**config.mk**
```make
export PLATFORM = sky130hd
export DESIGN_NAME = tinyqv_prefetch_buffer
export DESIGN_NICKNAME = d
export VERILOG_FILES = /design/src/rtl/tinyqv_prefetch_buffer.sv
export SDC_FILE = /design/constraint.sdc
export NUM_CORES = 1
export LEC_CHECK = 0
export CAP_MARGIN = 15
export CORE_MARGIN = 8
export CORE_UTILIZATION = 43
export CTS_CLUSTER_DIAMETER = 30
export DETAILED_ROUTE_END_ITERATION = 16
export DONT_BUFFER_PORTS = 1
export GPL_TIMING_DRIVEN = 0
export SLEW_MARGIN = 10
export SYNTH_ARGS = -nofsm -noshare
export SYNTH_HDL_FRONTEND = slang
export SYNTH_SLANG_ARGS = --single-unit
export TNS_END_PERCENT = 100
```
**constraint.sdc**
```tcl
create_clock -name clk -period 2.7 [get_ports clk]
set_input_delay 0.405 -clock clk [delete_from_list [all_inputs] [get_ports clk]]
set_output_delay 0.405 -clock clk [all_outputs]
set_load 0.1 [all_outputs]
```
**src/rtl/tinyqv_prefetch_buffer.sv**
```systemverilog
// tinyqv_prefetch_buffer: instruction prefetch queue between memory and decoder.
// Fetches sequential halfwords, buffers up to DEPTH of them, and presents one
// aligned 16-bit or 32-bit instruction with its PC. A branch flushes the queue
// and restarts fetching from the target.
// Optional feature macro: TINYQV_PREFETCH_BYPASS_EN (same-cycle fetch_data -> instr path).
module tinyqv_prefetch_buffer #(
    parameter int unsigned DEPTH      = 4,
    parameter logic [22:0] RESET_ADDR = 23'h0
) (
    input  logic        clk,
    input  logic        rstn,
    input  logic        branch,
    input  logic [22:0] branch_addr,
    output logic        fetch_req,
    output logic [22:0] fetch_addr,
    output logic        fetch_restart,
    input  logic        fetch_data_valid,
    input  logic [15:0] fetch_data,
    output logic        instr_valid,
    output logic [31:0] instr,
    output logic        instr_compressed,
    output logic [22:0] instr_pc,
    input  logic        instr_take
);

    localparam int unsigned PTR_W = $clog2(DEPTH);
    localparam int unsigned CNT_W = PTR_W + 1;

    logic [15:0]      mem [DEPTH];
    logic [PTR_W-1:0] rd_ptr;
    logic [PTR_W-1:0] wr_ptr;
    logic [CNT_W-1:0] count;

    logic [15:0]      h0;
    logic [15:0]      h1;
    logic [15:0]      head_lo;
    logic [15:0]      head_hi;
    logic             head_valid;
    logic             push_ok;
    logic             take_ok;
    logic             consume_direct;
    logic             write_en;
    logic [CNT_W-1:0] pop_size;
    logic [CNT_W-1:0] pop_amt;

    // Head decode, fetch request and push/pop qualification
    always_comb begin
        h0             = mem[rd_ptr];
        h1             = mem[rd_ptr + PTR_W'(1)];
        head_lo        = h0;
        head_hi        = h1;
        consume_direct = 1'b0;
        push_ok        = fetch_data_valid && !branch && (count != CNT_W'(DEPTH));
        head_valid     = ((count >= CNT_W'(1)) && (h0[1:0] != 2'b11)) || (count >= CNT_W'(2));
        fetch_req      = rstn && !branch && ((CNT_W'(DEPTH) - count) >= CNT_W'(2));
`ifdef TINYQV_PREFETCH_BYPASS_EN
        if (push_ok && (count == CNT_W'(0)) && (fetch_data[1:0] != 2'b11)) begin
            head_lo    = fetch_data;
            head_valid = 1'b1;
        end
        if (push_ok && (count == CNT_W'(1)) && (h0[1:0] == 2'b11)) begin
            head_hi    = fetch_data;
            head_valid = 1'b1;
        end
`endif
        instr_compressed = (head_lo[1:0] != 2'b11);
        instr            = instr_compressed ? {16'h0, head_lo} : {head_hi, head_lo};
        instr_valid      = rstn && head_valid;
        take_ok          = instr_take && instr_valid && !branch;
        pop_size         = instr_compressed ? CNT_W'(1) : CNT_W'(2);
`ifdef TINYQV_PREFETCH_BYPASS_EN
        // A bypassed compressed halfword taken immediately never enters the queue
        consume_direct   = take_ok && (count == CNT_W'(0));
`endif
        write_en         = push_ok && !consume_direct;
        pop_amt          = (take_ok && !consume_direct) ? pop_size : CNT_W'(0);
    end

    // Queue storage; contents need no reset since count gates validity
    always_ff @(posedge clk) begin
        if (rstn && !branch && write_en) begin
            mem[wr_ptr] <= fetch_data;
        end
    end

    // Pointers, occupancy, fetch/PC tracking and restart pulse
    always_ff @(posedge clk) begin
        if (!rstn) begin
            rd_ptr        <= '0;
            wr_ptr        <= '0;
            count         <= '0;
            fetch_addr    <= RESET_ADDR;
            instr_pc      <= RESET_ADDR;
            fetch_restart <= 1'b0;
        end else if (branch) begin
            rd_ptr        <= '0;
            wr_ptr        <= '0;
            count         <= '0;
            fetch_addr    <= branch_addr;
            instr_pc      <= branch_addr;
            fetch_restart <= 1'b1;
        end else begin
            fetch_restart <= 1'b0;
            if (write_en) begin
                wr_ptr <= wr_ptr + PTR_W'(1);
            end
            if (push_ok) begin
                fetch_addr <= fetch_addr + 23'(1);
            end
            if (take_ok) begin
                instr_pc <= instr_pc + 23'(pop_size);
            end
            rd_ptr <= rd_ptr + PTR_W'(pop_amt);
            count  <= count + CNT_W'(write_en) - pop_amt;
        end
    end

endmodule

```
==> impl_metrics.ini <==
[floorplan]
ios = 126
row_count = 43
core_area_sq_mm = 0.0137
die_w_um = 133
start_util_pct = 43.3
die_area_sq_mm = 0.0178
die_h_um = 133

[clocking]
clk_latency_ns = 0.42
numCtsBuffers = 17
cts_tree = yes
h-tree-depth = 4
cts_sinks = 118
cts_root_buf = clkbuf_16
clockBufferDepth = 2
path_clk_slew_ns = 0.06

[routing]
ant_nets = 0
drt-pass1-iter-count = 4
vias_per_cell = 5.77
dr.first_iter.drc_count = 229
vias = 4192
drc = 0
finalWirelength_mm = 16.0
wl_per_cell_um = 22.0

[setup_path]
reg2reg_slack_ns = -0.13
crit_type = flop to flop
critical-path-max-stage-delay_ns = 0.58
path_cells = mux4_2, nand2_8, inv_8, buf_6, a21oi_4, xnor2_2, nor2_1, ha_2, inv_2, fa_2, xor2_1, xnor2_1, nor2_1
cp_slowest_cell = mux4_2
crit_arrival_ns = 3.10
cpMostUsedCell = nor2_1
cp_data_required_time_ns = 2.97
crit_path_end_kind = flop
worst_setup_path_start_kind = flop
cp_max_fo = 4
critical-path-top-delay-family = multiplexers
critPathBufInv = 3

[yosys]
syn_nets = 556
ys_ff_latch = 118
synth_edf_count = 64
synth_cell_types = 49
synthCells = 496
yosysWarnings = 0
synth_ff_type = edfxtp_1
ys_seq_area_share_pct = 50.8
synth_area_per_cell_sq_um = 11.9
synthesis.area_sq_mm = 0.00592
synth-async-reset-ratio_pct = 0

[grt]
grt_pass1_wl_mm = 24.8
use_met1_pct = 21.0
grt_pass1_vias = 4345
grtUsageMet2_pct = 29.5
grtUsageTotal_pct = 18.2
grt-busiest-layer = met2
overflow = 0
grt.met3_usage_pct = 8.51
antenna_found_initial = 0
grt_max_degree = 17

[job]
cap_violations = 0

[final_layout]
layout-drive-gt1-share_pct = 30.2
design_area_sq_mm = 0.00725
layout.nets = 594
num_antenna_cells = 0
area_growth_pct = 22.5
post-route-util_pct = 53.0

[power_and_ir_drop]
seqPwrFrac_pct = 47.6
p_comb_share_pct = 7.7
switching_share_pct = 31.3
total_power_w = 0.00503
power_leakage_nw = 2.37
p_clk_share_pct = 44.7
vdd_ir_drop_max_mv = 0.370
internal_power_w = 0.00346
power.density_mw_per_mm2 = 694
p_switching_w = 0.00157

[sta]
slew_headroom_pct = 20.2
min_period_ns = 2.83
hold_viol = 0
setup_violations = 10
skew_ns = 0.00977
setup_ws_ns = -0.126
worst_pin_slew_ns = 1.20
fmax_mhz = 354
drv_slew = 0
timing.final.crit_share_pct = 105
rsz0062_at_grt = true

[place]
dp_hpwl_mm = 11.4
gp_congestion = 0.809
port_buffers = 0
dpl-instance-area_sq_mm = 0.00624
place_ws_ns = -0.672

[outcome]
violations = negative setup slack
outcome = complete, but fails checks

[worst_hold_path]
hp-class = primary input to flop
==> synth_stat cells (3+ instances only) <==
cell       number  area [sq um]
a211oi_1        3          22.5
mux4_2         30           676
nand3_1        15          75.1
a31oi_1         4          25.0
o21ai_0        31           155
o2111ai_1       6          52.6
nand2_1        42           158
and4_1          7          61.3
xor2_1         18           158
xnor2_1        27           236
nor2_1         19          71.3
inv_1          10          37.5
and3_1         22           138
nor3_1          7          35.0
and2_1          6          37.5
nand4_1         9          56.3
nor2b_1         5          31.3
a211o_1         3          26.3
a22o_1          3          26.3
clkbuf_1       21          78.8
nor4_1          3          18.8
a21oi_1        35           175
nand2b_1        3          18.8
dfxtp_1        54          1080
edfxtp_1       64          1920
o211ai_1        3          22.5
buf_1           4          15.0
ha_1           14           175
a2111oi_4       3          82.6
==> final cells by class <==
class,count,area (sq um)
Clock buffer,17,425
Multi-Input combinational cell,339,3000
Timing Repair Buffer,20,173
Tap cell,180,225
Fill cell,1168,6420
Inverter,11,48.8
Clock inverter,15,169
Sequential cell,118,3030
Buffer,27,179
==> worst register-to-register path, cell delays in order, from the launching register on <==
cell and delay [ns]:
edfxtp_1 0.40, mux4_2 0.58, nand2_8 0.26, inv_8 0.06, buf_6 0.12, a21oi_4 0.15, xnor2_2 0.08, nor2_1 0.10
ha_2 0.18, inv_2 0.04, fa_2 0.35, xor2_1 0.18, xnor2_1 0.14, nor2_1 0.06
==> through the flow <==
stage | cells | hold WS (ns) | TNS, ns
2_1_floorplan | 496 | 0.469 | -0.887
3_3_place_gp | 676 | 0.485 | -33.62
3_5_place_dp | 676 | 0.501 | -35.30
4_1_cts | 726 | 0.0693 | -1.98
5_1_grt | 727 | 0.0599 | -1.98
6_report | 727 | 0.0830 | -0.583
==> power groups by stage <==
stage	Clock, W	Sequential (W)	Combinational, W
global placement	0	0.00243	0.000348
finish	0.00225	0.00240	0.000388
detailed placement	0	0.00243	0.000354
CTS	0.00227	0.00239	0.000383
global route	0.00236	0.00241	0.000419
floorplan	0	0.00240	0.000296
==> kinds of logic after synthesis <==
| group | after synthesis | synth area share, % |
|---|---|---|
| fa+ha+maj | 16 | 3.64 |
| xor+xnor | 45 | 6.66 |
| compound gates | 103 | 11.9 |
| mux | 32 | 11.8 |
| simple gates | 143 | 12.5 |
| buf+inv | 39 | 2.75 |
| flops | 118 | 50.8 |
==> flip-flops by register name (all words and copies together) (netlist names) <==
name	flops
mem	64
wr_ptr	2
instr_pc	23
fetch_addr	23
fetch_restart	1
rd_ptr	2
count	3
==> per-layer routing <==
metal	wire length [um]	vias to the layer above
li1	-	1958
met2	7920	120
met5	0	-
met4	228	0
met3	1500	17
met1	6310	2097
==> cell usage in the layout (no fill, tap or decap), types with 5 or more instances in the layout <==
master,netlist,layout
o2111ai_1,6,5
a21oi_1,35,31
buf_4,0,17
inv_1,10,8
ha_1,14,11
mux4_2,30,30
clkbuf_16,0,18
dfxtp_2,0,17
dfxtp_1,54,36
xnor2_1,27,25
buf_6,2,9
o21ai_0,31,30
nor3_1,7,5
nand2_1,42,41
and3_4,0,8
and3_2,0,10
and2_1,6,6
edfxtp_1,64,64
and4_1,7,7
xor2_1,18,18
nand4_1,9,9
inv_6,0,6
nor2_1,19,17
nand3_1,15,15
clkbuf_1,21,14
==> worst paths after layout <==
kind                 start   endpoint  cells after the start
max              mem[3][1]   count[2]                     13
min          fetch_data[2]  mem[0][2]                      0
max reg2reg      mem[3][1]   count[2]                     13
min reg2reg      wr_ptr[1]  wr_ptr[1]                      2
==> timing repair <==
action                     CTS  global route
setup endpoints to repair  114            56
pin swaps                   19            17
setup buffers               18             2
gates resized for setup     60            36
cloned                       0             0
hold buffers                 0             0
hold endpoints to repair     0             0
Power figures use the tool's default switching activity.
